[src/rtl/vga_timing_generator_if.sv]
// Bundle of the VGA timing generator's data-side signals.
//
// Purpose: groups the pixel enable, mode/colour controls, frame-buffer read
// port (addresses out, pixel data back) and the VGA pin outputs so they can be
// passed as one port.
//
// Modports:
//   master - the timing generator: consumes enable/mode/colour/pixel data,
//            drives read addresses, syncs, colours and frame strobes.
//   slave  - the surrounding system (frame buffer + board pins), mirror image.
interface vga_timing_generator_if #(
  parameter int unsigned H_ACTIVE = 640,
  parameter int unsigned V_ACTIVE = 480,
  parameter int unsigned CH_BITS  = 4
);

  localparam int unsigned HAW = $clog2(H_ACTIVE);
  localparam int unsigned VAW = $clog2(V_ACTIVE);

  // Controls
  logic                   i_en;
  logic [1:0]             i_mode;
  logic [3*CH_BITS-1:0]   i_color;

  // Frame-buffer read data
  logic [CH_BITS-1:0]     i_red;
  logic [CH_BITS-1:0]     i_green;
  logic [CH_BITS-1:0]     i_blue;

  // Frame-buffer read address
  logic [HAW-1:0]         o_horiz_addr;
  logic [VAW-1:0]         o_vert_addr;
  logic                   o_addr_valid;

  // VGA pins and frame status
  logic                   o_hs;
  logic                   o_vs;
  logic [CH_BITS-1:0]     o_red;
  logic [CH_BITS-1:0]     o_green;
  logic [CH_BITS-1:0]     o_blue;
  logic                   o_line_start;
  logic                   o_frame_start;
  logic                   o_vblank;

  modport master (
    input  i_en, i_mode, i_color, i_red, i_green, i_blue,
    output o_horiz_addr, o_vert_addr, o_addr_valid,
    output o_hs, o_vs, o_red, o_green, o_blue,
    output o_line_start, o_frame_start, o_vblank
  );

  modport slave (
    output i_en, i_mode, i_color, i_red, i_green, i_blue,
    input  o_horiz_addr, o_vert_addr, o_addr_valid,
    input  o_hs, o_vs, o_red, o_green, o_blue,
    input  o_line_start, o_frame_start, o_vblank
  );

endinterface

[src/rtl/vga_timing_generator.sv]
// Parametrised VGA raster / timing engine.
//
// Purpose: walks a (h, v) raster over the programmed geometry, issues
// frame-buffer read addresses for the active area, and re-aligns the returned
// pixel data with sync/blank/strobe information through an
// OUTPUT_DELAY_COUNT-deep pipeline followed by one output register. Also
// provides colour-bar, grid and solid-colour test patterns.
//
// Ports:
//   i_clk   - system clock
//   i_arst  - asynchronous reset, active-high
//   vga_io  - vga_timing_generator_if.master:
//             i_en (pixel enable), i_mode, i_color, i_red/i_green/i_blue in;
//             o_horiz_addr/o_vert_addr/o_addr_valid read address out;
//             o_hs/o_vs, o_red/o_green/o_blue, o_line_start, o_frame_start,
//             o_vblank out.
//
// Latency: outputs for raster position (h, v) appear OUTPUT_DELAY_COUNT + 1
// enabled cycles after the counters held (h, v). Pixel data is sampled when
// the pipeline's last stage holds the position it was addressed for.
module vga_timing_generator #(
  parameter int unsigned H_ACTIVE           = 640,
  parameter int unsigned H_FP               = 16,
  parameter int unsigned H_SYNC             = 96,
  parameter int unsigned H_BP               = 48,
  parameter int unsigned V_ACTIVE           = 480,
  parameter int unsigned V_FP               = 10,
  parameter int unsigned V_SYNC             = 2,
  parameter int unsigned V_BP               = 33,
  parameter int unsigned HS_POL             = 0,
  parameter int unsigned VS_POL             = 0,
  parameter int unsigned CH_BITS            = 4,
  parameter int unsigned OUTPUT_DELAY_COUNT = 2
) (
  input  logic                   i_clk,
  input  logic                   i_arst,
  vga_timing_generator_if.master vga_io
);

  // ---------------------------------------------------------------------------
  // Geometry
  // ---------------------------------------------------------------------------
  localparam int unsigned H_TOTAL = H_ACTIVE + H_FP + H_SYNC + H_BP;
  localparam int unsigned V_TOTAL = V_ACTIVE + V_FP + V_SYNC + V_BP;

  localparam int unsigned HCW = $clog2(H_TOTAL);
  localparam int unsigned VCW = $clog2(V_TOTAL);
  localparam int unsigned HAW = $clog2(H_ACTIVE);
  localparam int unsigned VAW = $clog2(V_ACTIVE);
  localparam int unsigned CW  = 3 * CH_BITS;

  localparam int unsigned HSyncBeg = H_ACTIVE + H_FP;
  localparam int unsigned HSyncEnd = H_ACTIVE + H_FP + H_SYNC;
  localparam int unsigned VSyncBeg = V_ACTIVE + V_FP;
  localparam int unsigned VSyncEnd = V_ACTIVE + V_FP + V_SYNC;

  localparam logic [HCW-1:0] HLast = HCW'(H_TOTAL - 1);
  localparam logic [VCW-1:0] VLast = VCW'(V_TOTAL - 1);

  // Colour-bar boundaries: bar k starts at H_ACTIVE*k/8.
  localparam int unsigned Bar1 = H_ACTIVE * 1 / 8;
  localparam int unsigned Bar2 = H_ACTIVE * 2 / 8;
  localparam int unsigned Bar3 = H_ACTIVE * 3 / 8;
  localparam int unsigned Bar4 = H_ACTIVE * 4 / 8;
  localparam int unsigned Bar5 = H_ACTIVE * 5 / 8;
  localparam int unsigned Bar6 = H_ACTIVE * 6 / 8;
  localparam int unsigned Bar7 = H_ACTIVE * 7 / 8;

  localparam logic HsActive = (HS_POL != 0);
  localparam logic VsActive = (VS_POL != 0);

  localparam logic [1:0] ModeFb    = 2'd0;
  localparam logic [1:0] ModeBars  = 2'd1;
  localparam logic [1:0] ModeGrid  = 2'd2;
  localparam logic [1:0] ModeSolid = 2'd3;

  // One pipeline slot: everything the output stage needs about a position.
  typedef struct packed {
    logic          hsync;
    logic          vsync;
    logic          active;
    logic          vblank;
    logic          line_start;
    logic          frame_start;
    logic [1:0]    mode;
    logic [CW-1:0] pat;
  } stage_t;

  logic en;
  assign en = vga_io.i_en;

  // ---------------------------------------------------------------------------
  // Raster counters
  // ---------------------------------------------------------------------------
  logic [HCW-1:0] h_cnt_q, h_cnt_d;
  logic [VCW-1:0] v_cnt_q, v_cnt_d;

  always_comb begin
    h_cnt_d = h_cnt_q;
    v_cnt_d = v_cnt_q;
    if (en) begin
      if (h_cnt_q == HLast) begin
        h_cnt_d = '0;
        if (v_cnt_q == VLast) begin
          v_cnt_d = '0;
        end else begin
          v_cnt_d = v_cnt_q + VCW'(1);
        end
      end else begin
        h_cnt_d = h_cnt_q + HCW'(1);
      end
    end
  end

  always_ff @(posedge i_clk or posedge i_arst) begin
    if (i_arst) begin
      h_cnt_q <= '0;
      v_cnt_q <= '0;
    end else begin
      h_cnt_q <= h_cnt_d;
      v_cnt_q <= v_cnt_d;
    end
  end

  // ---------------------------------------------------------------------------
  // Region decode (address stage)
  // ---------------------------------------------------------------------------
  // Widened copies so region limits that equal a power of two compare cleanly.
  logic [31:0] h_ext;
  logic [31:0] v_ext;
  logic        h_active, v_active, h_sync, v_sync, at_origin;

  assign h_ext     = 32'(h_cnt_q);
  assign v_ext     = 32'(v_cnt_q);
  assign h_active  = (h_ext < H_ACTIVE);
  assign v_active  = (v_ext < V_ACTIVE);
  assign h_sync    = (h_ext >= HSyncBeg) && (h_ext < HSyncEnd);
  assign v_sync    = (v_ext >= VSyncBeg) && (v_ext < VSyncEnd);
  assign at_origin = (h_cnt_q == '0) && (v_cnt_q == '0);

  assign vga_io.o_addr_valid = h_active & v_active;
  assign vga_io.o_horiz_addr = (h_active & v_active) ? HAW'(h_cnt_q) : '0;
  assign vga_io.o_vert_addr  = (h_active & v_active) ? VAW'(v_cnt_q) : '0;

  // ---------------------------------------------------------------------------
  // Mode latch
  // ---------------------------------------------------------------------------
  // The mode is captured as the raster leaves (0,0); pixel (0,0) itself already
  // uses the incoming mode so a whole frame is rendered in one mode.
  logic [1:0] mode_q, mode_d, cur_mode;

  assign cur_mode = at_origin ? vga_io.i_mode : mode_q;

  always_comb begin
    mode_d = mode_q;
    if (en && at_origin) begin
      mode_d = vga_io.i_mode;
    end
  end

  always_ff @(posedge i_clk or posedge i_arst) begin
    if (i_arst) begin
      mode_q <= ModeFb;
    end else begin
      mode_q <= mode_d;
    end
  end

  // ---------------------------------------------------------------------------
  // Test-pattern generation
  // ---------------------------------------------------------------------------
  logic [2:0]    bar_k;
  logic          grid_on;
  logic [CW-1:0] pat;

  always_comb begin
    bar_k = 3'd0;
    if (h_ext >= Bar7) begin
      bar_k = 3'd7;
    end else if (h_ext >= Bar6) begin
      bar_k = 3'd6;
    end else if (h_ext >= Bar5) begin
      bar_k = 3'd5;
    end else if (h_ext >= Bar4) begin
      bar_k = 3'd4;
    end else if (h_ext >= Bar3) begin
      bar_k = 3'd3;
    end else if (h_ext >= Bar2) begin
      bar_k = 3'd2;
    end else if (h_ext >= Bar1) begin
      bar_k = 3'd1;
    end
  end

  assign grid_on = (h_ext[3:0] == 4'd0) || (v_ext[3:0] == 4'd0);

  always_comb begin
    pat = '0;
    unique case (cur_mode)
      ModeBars:  pat = {{CH_BITS{bar_k[2]}}, {CH_BITS{bar_k[1]}}, {CH_BITS{bar_k[0]}}};
      ModeGrid:  pat = grid_on ? '1 : '0;
      ModeSolid: pat = vga_io.i_color;
      default:   pat = '0;  // frame-buffer mode takes its colour at the output stage
    endcase
  end

  // ---------------------------------------------------------------------------
  // Alignment pipeline
  // ---------------------------------------------------------------------------
  stage_t stage_in;
  stage_t pipe_q [OUTPUT_DELAY_COUNT];
  stage_t out_stage;

  always_comb begin
    stage_in             = '0;
    stage_in.hsync       = h_sync;
    stage_in.vsync       = v_sync;
    stage_in.active      = h_active & v_active;
    stage_in.vblank      = ~v_active;
    stage_in.line_start  = (h_cnt_q == '0);
    stage_in.frame_start = at_origin;
    stage_in.mode        = cur_mode;
    stage_in.pat         = pat;
  end

  // Reset contents ('0) decode as blank, sync-inactive, no strobes.
  always_ff @(posedge i_clk or posedge i_arst) begin
    if (i_arst) begin
      for (int i = 0; i < OUTPUT_DELAY_COUNT; i++) begin
        pipe_q[i] <= '0;
      end
    end else if (en) begin
      pipe_q[0] <= stage_in;
      for (int i = 1; i < OUTPUT_DELAY_COUNT; i++) begin
        pipe_q[i] <= pipe_q[i-1];
      end
    end
  end

  assign out_stage = pipe_q[OUTPUT_DELAY_COUNT-1];

  // ---------------------------------------------------------------------------
  // Output register
  // ---------------------------------------------------------------------------
  logic [CW-1:0] rgb_d, rgb_q;
  logic          hs_q, vs_q, vblank_q;
  logic          line_start_q, frame_start_q;

  always_comb begin
    rgb_d = '0;
    if (out_stage.active) begin
      if (out_stage.mode == ModeFb) begin
        rgb_d = {vga_io.i_red, vga_io.i_green, vga_io.i_blue};
      end else begin
        rgb_d = out_stage.pat;
      end
    end
  end

  always_ff @(posedge i_clk or posedge i_arst) begin
    if (i_arst) begin
      hs_q          <= ~HsActive;
      vs_q          <= ~VsActive;
      rgb_q         <= '0;
      vblank_q      <= 1'b0;
      line_start_q  <= 1'b0;
      frame_start_q <= 1'b0;
    end else begin
      // Strobes are re-evaluated every clock so they last exactly one cycle
      // even when the pixel itself is held across disabled cycles.
      line_start_q  <= en & out_stage.line_start;
      frame_start_q <= en & out_stage.frame_start;
      if (en) begin
        hs_q     <= out_stage.hsync ? HsActive : ~HsActive;
        vs_q     <= out_stage.vsync ? VsActive : ~VsActive;
        rgb_q    <= rgb_d;
        vblank_q <= out_stage.vblank;
      end
    end
  end

  assign vga_io.o_hs          = hs_q;
  assign vga_io.o_vs          = vs_q;
  assign vga_io.o_red         = rgb_q[3*CH_BITS-1:2*CH_BITS];
  assign vga_io.o_green       = rgb_q[2*CH_BITS-1:CH_BITS];
  assign vga_io.o_blue        = rgb_q[CH_BITS-1:0];
  assign vga_io.o_vblank      = vblank_q;
  assign vga_io.o_line_start  = line_start_q;
  assign vga_io.o_frame_start = frame_start_q;

endmodule

[src/flat_wrapper.sv]
// flat-port wrapper written by rule: the top's interface ports become plain ports
module vga_timing_generator_flat 
#(
  parameter int unsigned H_ACTIVE           = 640,
  parameter int unsigned H_FP               = 16,
  parameter int unsigned H_SYNC             = 96,
  parameter int unsigned H_BP               = 48,
  parameter int unsigned V_ACTIVE           = 480,
  parameter int unsigned V_FP               = 10,
  parameter int unsigned V_SYNC             = 2,
  parameter int unsigned V_BP               = 33,
  parameter int unsigned HS_POL             = 0,
  parameter int unsigned VS_POL             = 0,
  parameter int unsigned CH_BITS            = 4,
  parameter int unsigned OUTPUT_DELAY_COUNT = 2
)
  (i_clk, i_arst, vga_io_i_en, vga_io_i_mode, vga_io_i_color, vga_io_i_red, vga_io_i_green, vga_io_i_blue, vga_io_o_horiz_addr, vga_io_o_vert_addr, vga_io_o_addr_valid, vga_io_o_hs, vga_io_o_vs, vga_io_o_red, vga_io_o_green, vga_io_o_blue, vga_io_o_line_start, vga_io_o_frame_start, vga_io_o_vblank);
  vga_timing_generator_if #(.H_ACTIVE(H_ACTIVE), .V_ACTIVE(V_ACTIVE), .CH_BITS(CH_BITS)) vga_io_i ();
  input  logic i_clk;
  input  logic i_arst;
  input wire logic [$bits(vga_io_i.i_en)-1:0] vga_io_i_en;
  input wire logic [$bits(vga_io_i.i_mode)-1:0] vga_io_i_mode;
  input wire logic [$bits(vga_io_i.i_color)-1:0] vga_io_i_color;
  input wire logic [$bits(vga_io_i.i_red)-1:0] vga_io_i_red;
  input wire logic [$bits(vga_io_i.i_green)-1:0] vga_io_i_green;
  input wire logic [$bits(vga_io_i.i_blue)-1:0] vga_io_i_blue;
  output wire logic [$bits(vga_io_i.o_horiz_addr)-1:0] vga_io_o_horiz_addr;
  output wire logic [$bits(vga_io_i.o_vert_addr)-1:0] vga_io_o_vert_addr;
  output wire logic [$bits(vga_io_i.o_addr_valid)-1:0] vga_io_o_addr_valid;
  output wire logic [$bits(vga_io_i.o_hs)-1:0] vga_io_o_hs;
  output wire logic [$bits(vga_io_i.o_vs)-1:0] vga_io_o_vs;
  output wire logic [$bits(vga_io_i.o_red)-1:0] vga_io_o_red;
  output wire logic [$bits(vga_io_i.o_green)-1:0] vga_io_o_green;
  output wire logic [$bits(vga_io_i.o_blue)-1:0] vga_io_o_blue;
  output wire logic [$bits(vga_io_i.o_line_start)-1:0] vga_io_o_line_start;
  output wire logic [$bits(vga_io_i.o_frame_start)-1:0] vga_io_o_frame_start;
  output wire logic [$bits(vga_io_i.o_vblank)-1:0] vga_io_o_vblank;
  assign vga_io_i.i_en = vga_io_i_en;
  assign vga_io_i.i_mode = vga_io_i_mode;
  assign vga_io_i.i_color = vga_io_i_color;
  assign vga_io_i.i_red = vga_io_i_red;
  assign vga_io_i.i_green = vga_io_i_green;
  assign vga_io_i.i_blue = vga_io_i_blue;
  assign vga_io_o_horiz_addr = vga_io_i.o_horiz_addr;
  assign vga_io_o_vert_addr = vga_io_i.o_vert_addr;
  assign vga_io_o_addr_valid = vga_io_i.o_addr_valid;
  assign vga_io_o_hs = vga_io_i.o_hs;
  assign vga_io_o_vs = vga_io_i.o_vs;
  assign vga_io_o_red = vga_io_i.o_red;
  assign vga_io_o_green = vga_io_i.o_green;
  assign vga_io_o_blue = vga_io_i.o_blue;
  assign vga_io_o_line_start = vga_io_i.o_line_start;
  assign vga_io_o_frame_start = vga_io_i.o_frame_start;
  assign vga_io_o_vblank = vga_io_i.o_vblank;
  vga_timing_generator #(.H_ACTIVE(H_ACTIVE), .H_FP(H_FP), .H_SYNC(H_SYNC), .H_BP(H_BP), .V_ACTIVE(V_ACTIVE), .V_FP(V_FP), .V_SYNC(V_SYNC), .V_BP(V_BP), .HS_POL(HS_POL), .VS_POL(VS_POL), .CH_BITS(CH_BITS), .OUTPUT_DELAY_COUNT(OUTPUT_DELAY_COUNT)) u_core (.i_clk(i_clk), .i_arst(i_arst), .vga_io(vga_io_i));
endmodule
[config.mk]
export PLATFORM = sky130hd
export DESIGN_NAME = vga_timing_generator_flat
export DESIGN_NICKNAME = d
export VERILOG_FILES = /design/src/rtl/vga_timing_generator_if.sv /design/src/rtl/vga_timing_generator.sv /design/src/flat_wrapper.sv
export SDC_FILE = /design/constraint.sdc
export NUM_CORES = 1
export LEC_CHECK = 0
export CAP_MARGIN = 30
export CORE_MARGIN = 3
export CORE_UTILIZATION = 51
export CTS_CLUSTER_SIZE = 14
export DETAILED_ROUTE_END_ITERATION = 8
export GPL_ROUTABILITY_DRIVEN = 0
export PLACE_DENSITY = 0.77
export SLEW_MARGIN = 20
export SYNTH_ARGS = -nofsm -noshare
export SYNTH_HDL_FRONTEND = slang
export SYNTH_SLANG_ARGS = --single-unit
[constraint.sdc]
create_clock -name i_clk -period 3.3 [get_ports i_clk]
set_input_delay 0.495 -clock i_clk [delete_from_list [all_inputs] [get_ports i_clk]]
set_output_delay 0.495 -clock i_clk [all_outputs]
set_load 0.1 [all_outputs]
==> flow_summary.json, run 1 <==
{
  "status": "completed",
  "num_antenna_cells": 0,
  "final_antenna_net_count": 0,
  "starting_density_of_the_core": 0.5435,
  "synth_enable_flop_cells": 0,
  "dominantRegCellSynth": "sky130_fd_sc_hd__dfrtp_1",
  "finalClockSkew_ns": 0.01026,
  "yosysUniqueCellTypes": 48,
  "detail_route.first_pass.iterations": 5,
  "tritoncts": "built",
  "max_slew_margin_vs_limit": 0.3046,
  "layout.core_utilization": 0.7041,
  "crit-reg2reg-capture": "u_core.pipe_q[23]$_DFFE_PP0P_",
  "initial_antenna_violation_count": 0,
  "critPathRequiredTime_ns": 2.80,
  "initialDrtViolationCount": 117,
  "final_critical_path_setup_slack_ns": 0.5158,
  "async_flop_share": 1.000,
  "rr_startpoint": "u_core.h_cnt_q[0]$_DFFE_PP0P_",
  "synthCells": 343,
  "fin_crit_sh": 0.8437,
  "cts_num_sinks": 79,
  "first_pass_grt_wire_length_um": 13880,
  "timing.critical_path.arrival_ns": 2.29,
  "setup_violating_endpoint_count_in_the_final_report": 0,
  "mean_instance_size_in_the_synthesized_netlist_um2": 11.12,
  "postSynthRegisterBits": 79,
  "vias_in_the_first_global_route": 2808,
  "timing.fmax_mhz": 359.2,
  "dpl_worst_slack_ns": 0.7365,
  "dieWidth_um": 92.49,
  "ys_seq_area_frac": 0.5189,
  "critPathLaunchType": "flip-flop",
  "cp_max_fo": 15,
  "cellPowerDensity_mw_per_mm2": 651.7,
  "die_height_um": 92.49,
  "maximum_number_of_pins_on_one_net_before_global_route_repair": 80,
  "cts_buffers": 9,
  "pin_count": 66,
  "cts_root_buffer": "sky130_fd_sc_hd__clkbuf_8",
  "floorplan.die_area_mm2": 0.008554,
  "cts_repair_resize_count": 0,
  "worst-slew-pin-transition_ns": 1.040,
  "clk_transition_reported_paths_ns": 0.08,
  "cts.hold.buffers_added": 0,
  "worstSetupStartpoint": "u_core.h_cnt_q[7]$_DFFE_PP0P_",
  "vdd_drop_max_v": 0.0009063,
  "synthesis.yosys.warnings": 0,
  "synthToLayoutAreaGrowth_pct": 29.55,
  "reg2regPathDepth": 8,
  "grt_overflow_total": 0,
  "maxCapViolCount": 0,
  "gr-usage-all-layers": 0.2039,
  "layout_cells_excl_fill": 505,
  "final.min_clock_period_ns": 2.784,
  "final_net_count": 437,
  "hpwl_um": 5739,
  "wire_per_inst_um": 16.28,
  "leakagePower_nw": 2.136,
  "clock_latency_ns": 0.34,
  "floorplan.core_area_mm2": 0.007019,
  "finalWirelength_um": 8221,
  "critical_path.endpoint": "vga_io_o_vert_addr[8]",
  "syn_area_mm2": 0.003815,
  "hold_class": "flip-flop to flip-flop",
  "crit_type": "flip-flop to output pin",
  "rsz_0062_raised_after_global_routing": "no",
  "cp-end-kind": "output pin",
  "placed_cells_incl_taps": 489,
  "cts_post_setup_buffers_inserted": 0,
  "viasPerCell": 5.634,
  "drive_gt1_frac": 0.2005,
  "placement_rows": 30,
  "synthesis.nets": 376,
  "cts_max_path_buffers": 2,
  "detailroute.via_count": 2845,
  "route.detailed.drc": 0,
  "reg2reg_setup_slack_ns": 0.71,
  "ctsHtreeMaxLevel": 3,
  "maxSlewViolCount": 0,
  "port_buffers": 65,
  "final-hold-violation-count": 0
}
==> cells in the mapped netlist (all sizes together) (8+ instances only) <==
library cell / count / share of area
clkbuf: 16 / 0.016
nand4: 8 / 0.015
o21ai: 15 / 0.020
xnor2: 9 / 0.021
mux2: 25 / 0.075
nand2: 22 / 0.022
mux2i: 17 / 0.045
nor2: 17 / 0.017
inv: 10 / 0.0098
dfrtp: 77 / 0.51
and2: 18 / 0.030
o2bb2ai: 13 / 0.030
nand3: 11 / 0.014
a221o: 12 / 0.031
a21oi: 12 / 0.016
==> routing by layer <==
metal  global-route usage  routed length [um]
met1               0.2823                3949
met2               0.3094                3736
met3              0.04793                 357
met4              0.08292                 177
met5                    0                   0
==> cells in the final DEF (no fill, tap or decap), drive strengths merged, types with 2 or more instances in the layout <==
| cell | instances |
|---|---|
| nand2b | 3 |
| nand4 | 8 |
| clkinv | 4 |
| ha | 4 |
| inv | 10 |
| clkbuf | 11 |
| nor3b | 5 |
| mux2i | 17 |
| or3 | 4 |
| nand2 | 22 |
| xnor2 | 9 |
| clkdlybuf4s50 | 42 |
| mux2 | 25 |
| o21ai | 15 |
| a21oi | 12 |
| dfrtp | 77 |
| o31ai | 3 |
| nor4 | 4 |
| nor2b | 3 |
| nand3b | 3 |
| a221o | 12 |
| nand3 | 11 |
| or2 | 2 |
| o221ai | 2 |
| buf | 29 |
| nor2 | 17 |
| xor2 | 3 |
| and3 | 2 |
| o2bb2ai | 13 |
| bufinv | 2 |
| and2 | 18 |
| nor3 | 7 |
| dfstp | 2 |
==> flip-flops by register name, indices dropped and copies added, names as in the netlist <==
| signal | count |
|---|---|
| u_core.vga_io.o_vblank | 1 |
| u_core.vga_io.o_frame_start | 1 |
| u_core.v_cnt_q | 10 |
| u_core.h_cnt_q | 10 |
| u_core.pipe_q | 20 |
| u_core.rgb_q | 12 |
| u_core.vga_io.o_vs | 1 |
| u_core.out_stage | 20 |
| u_core.vga_io.o_hs | 1 |
| u_core.vga_io.o_line_start | 1 |
| u_core.mode_q | 2 |
==> layout make-up <==
type | count | area [um^2]
multi-input cells | 232 | 1717
well taps | 96 | 120.1
repair buffers | 71 | 860.8
clock inverters | 5 | 82.58
clock buffers | 11 | 141.4
flip-flops and latches | 79 | 1979
fillers | 537 | 2077
inverters | 11 | 41.29
==> logic make-up after synthesis <==
| group | after synthesis | share of synthesized area |
|---|---|---|
| AND/OR/NAND/NOR | 109 | 0.1620 |
| flip-flops | 79 | 0.5189 |
| AO/OA/AOI/OAI | 65 | 0.1253 |
| multiplexers | 42 | 0.1194 |
| buffers and inverters | 32 | 0.03378 |
| XOR/XNOR | 12 | 0.02755 |
| adder cells (fa/ha/maj) | 4 | 0.01312 |
==> worst max-delay path, stage by stage, from the launching register on <==
cell and delay [ns]:
sky130_fd_sc_hd__dfrtp_1 0.55, sky130_fd_sc_hd__or2_2 0.38, sky130_fd_sc_hd__a21oi_1 0.39, sky130_fd_sc_hd__buf_4 0.25, sky130_fd_sc_hd__and2_1 0.19, sky130_fd_sc_hd__buf_12 0.18
==> per-stage QoR <==
step / hold slack, ns / area, um^2 / setup TNS [ns] / total power, mW
floorplan: 0.3870 / 3826 / -0.01427 / 2.071
global placement: 0.3983 / 4718 / 0 / 2.429
detailed placement: 0.4078 / 4718 / 0 / 2.450
CTS: 0.4142 / 4942 / 0 / 3.247
global route: 0.4375 / 4942 / 0 / 3.364
finish: 0.4078 / 4942 / 0 / 3.221
==> power by group <==
part,switching (mW),internal [mW]
logic,0.787,0.420
clock network,0.343,0.448
registers,0.137,1.08
total,1.27,1.95
==> worst min path at each step <==
stage                                                 from                             end  slack, ns  depth (start not counted)
after floorplan           u_core.out_stage[19]$_DFFE_PP0P_  u_core.vga_io.o_hs$_DFFE_PP1P_       0.39                          1
after global placement    u_core.out_stage[19]$_DFFE_PP0P_  u_core.vga_io.o_hs$_DFFE_PP1P_       0.40                          1
after detailed placement  u_core.out_stage[19]$_DFFE_PP0P_  u_core.vga_io.o_hs$_DFFE_PP1P_       0.41                          1
after CTS                 u_core.out_stage[19]$_DFFE_PP0P_  u_core.vga_io.o_hs$_DFFE_PP1P_       0.41                          1
after global routing      u_core.out_stage[19]$_DFFE_PP0P_  u_core.vga_io.o_hs$_DFFE_PP1P_       0.44                          1
final                     u_core.out_stage[19]$_DFFE_PP0P_  u_core.vga_io.o_hs$_DFFE_PP1P_       0.41                          1
Power figures use the tool's default switching activity.
==> inputs of run 2 (changes only) <==
==> constraint.sdc (replaced) <==
create_clock -name i_clk -period 2.7 [get_ports i_clk]
set_input_delay 0.405 -clock i_clk [delete_from_list [all_inputs] [get_ports i_clk]]
set_output_delay 0.405 -clock i_clk [all_outputs]
set_load 0.1 [all_outputs]
==> run 2 against run 1 <==
Sequential power increased by 23%. Register-to-register slack got worse by 0.49 ns. Design area decreased by 0.25%. Sequential share of layout area increased by 0.10 points.
==> flow_summary.json, run 2 (synthesized netlist as in run 1, its figures left out) <==
{
  "status": "completed",
  "cp_max_fo": 12,
  "hold_class": "flip-flop to flip-flop",
  "fin_crit_sh": 0.9250,
  "cts_root_buffer": "sky130_fd_sc_hd__clkbuf_8",
  "final_antenna_net_count": 0,
  "path_buf_inv": 2,
  "path_delay_family": "simple AND/OR/NAND/NOR gates",
  "first_pass_grt_wire_length_um": 14110,
  "cp-end-kind": "output pin",
  "layout.core_utilization": 0.7023,
  "num_antenna_cells": 0,
  "detailroute.via_count": 2857,
  "placement_rows": 30,
  "maxSlewViolCount": 0,
  "cts_post_setup_buffers_inserted": 0,
  "final-hold-violation-count": 0,
  "max_slew_margin_vs_limit": 0.4491,
  "grt_overflow_total": 0,
  "layout_common_cells": "sky130_fd_sc_hd__dfrtp_1 (77), sky130_fd_sc_hd__buf_4 (29), sky130_fd_sc_hd__clkdlybuf4s50_1 (27)",
  "critPathLaunchType": "flip-flop",
  "port_buffers": 65,
  "floorplan.core_area_mm2": 0.007019,
  "cts_max_path_buffers": 2,
  "clock_latency_ns": 0.35,
  "critical_path.cell_chain": "nand4_1 -> nand2b_1 -> a21oi_1 -> buf_4 -> and2_1 -> buf_12",
  "gr-usage-all-layers": 0.2082,
  "cts.hold.buffers_added": 0,
  "setup_tns_ns": 0,
  "finalWirelength_um": 8640,
  "final.min_clock_period_ns": 2.497,
  "initialDrtViolationCount": 133,
  "drive_gt1_frac": 0.2712,
  "longest_individual_stage_delay_on_the_worst_path_ns": 0.47,
  "timing.critical_path.slowest_stage_cell": "sky130_fd_sc_hd__dfrtp_1",
  "dieWidth_um": 92.49,
  "cts_buffers": 9,
  "viasPerCell": 5.613,
  "pin_count": 66,
  "cts_num_sinks": 79,
  "wire_per_inst_um": 16.97,
  "hpwl_um": 6128,
  "floorplan.die_area_mm2": 0.008554,
  "fillers": 508,
  "die_height_um": 92.49,
  "setup_violating_endpoint_count_in_the_final_report": 0,
  "ctsHtreeMaxLevel": 3,
  "worst-slew-pin-transition_ns": 0.8209,
  "leakagePower_nw": 2.166,
  "initial_antenna_violation_count": 0,
  "cts_repair_resize_count": 0,
  "synthToLayoutAreaGrowth_pct": 29.22,
  "crit_type": "flip-flop to output pin",
  "detail_route.first_pass.iterations": 4,
  "cellPowerDensity_mw_per_mm2": 788.0,
  "maximum_number_of_pins_on_one_net_before_global_route_repair": 43,
  "timing.fmax_mhz": 400.4,
  "final_net_count": 441,
  "clk_transition_reported_paths_ns": 0.08,
  "maxCapViolCount": 0,
  "most_common_cell_after_layout_fill_and_taps_aside": "sky130_fd_sc_hd__dfrtp_1",
  "route.detailed.drc": 0,
  "rsz_0062_raised_after_global_routing": "no",
  "vdd_drop_max_v": 0.0006005,
  "vias_in_the_first_global_route": 2763,
  "critPathRequiredTime_ns": 2.30,
  "tritoncts": "built",
  "timing.critical_path.arrival_ns": 2.09,
  "starting_density_of_the_core": 0.5435,
  "finalClockSkew_ns": 0.01381
}
run 2: cell types whose count changed in the layout (fill, tap and decap cells not counted), moves of 2 or more:
cell	delta
sky130_fd_sc_hd__clkdlybuf4s50_1	-15
sky130_fd_sc_hd__and2_2	+9
sky130_fd_sc_hd__clkinv_4	-2
sky130_fd_sc_hd__inv_6	+3
sky130_fd_sc_hd__and2_1	-9
sky130_fd_sc_hd__clkinvlp_4	+3
sky130_fd_sc_hd__buf_4	+19
run 2: through the flow:
step | hold slack, ns | power (mW) | area, um^2 | std cells | worst slack [ns]
floorplan | 0.3870 | 2.546 | 3842 | 343 | 0.1085
global placement | 0.4007 | 2.979 | 4727 | 493 | 0.3711
detailed placement | 0.4163 | 3.012 | 4727 | 493 | 0.2655
CTS | 0.4287 | 3.913 | 4930 | 509 | 0.1852
global route | 0.4560 | 4.045 | 4930 | 509 | 0.01139
finish | 0.4227 | 3.885 | 4930 | 509 | 0.2025
run 2: worst register-to-register path, delay by kind of cell (launching register included):
family / cells / cell delay [ns]
adders and majority gates: 1 / 0.19
buffers and inverters: 2 / 0.32
and+or+nand+nor: 4 / 0.71
DFF: 1 / 0.43
AOI/OAI and AO/OA: 2 / 0.75
run 2: where the power goes:
part           switching [mW]  internal, mW  leakage, nW  total [mW]
Combinational           0.970         0.518         1.05        1.49
Clock                   0.461         0.436       0.0929       0.898
Sequential              0.174          1.33         1.02        1.50
Total                    1.61          2.28         2.17        3.88
run 2: path summary, 6_finish.rpt:
| path | start | slack (ns) | cells past startpoint | to |
|---|---|---|---|---|
| max | u_core.v_cnt_q[6]$_DFFE_PP0P_ | 0.20 | 6 | vga_io_o_vert_addr[3] |
| min | u_core.out_stage[19]$_DFFE_PP0P_ | 0.42 | 1 | u_core.vga_io.o_hs$_DFFE_PP1P_ |
| max reg2reg | u_core.v_cnt_q[0]$_DFFE_PP0P_ | 0.22 | 9 | u_core.pipe_q[25]$_DFFE_PP0P_ |
| min reg2reg | u_core.out_stage[19]$_DFFE_PP0P_ | 0.42 | 1 | u_core.vga_io.o_hs$_DFFE_PP1P_ |
| max in group asynchronous | i_arst | 1.60 | 3 | u_core.v_cnt_q[4]$_DFFE_PP0P_ |
| min in group asynchronous | i_arst | 0.47 | 2 | u_core.out_stage[10]$_DFFE_PP0P_ |
run 2: cell type report:
type,count,area (um^2),share of cell area
sequential,79,1979,0.4015
clock inverter,7,78.83,0.01599
timing repair buffer,75,853.3,0.1731
tap,96,120.1,0.02437
clock buffer,9,123.9,0.02513
inverter,11,41.29,0.008376
multi-input combinational,232,1733,0.3515
run 2: per-layer routing:
metal  up-vias  track usage  wire, um
met2        83       0.3305      4159
met1      1381       0.2816      3849
met5         -            0         0
li1       1379            -         -
met3        14      0.05605       473
met4         0      0.05941       158
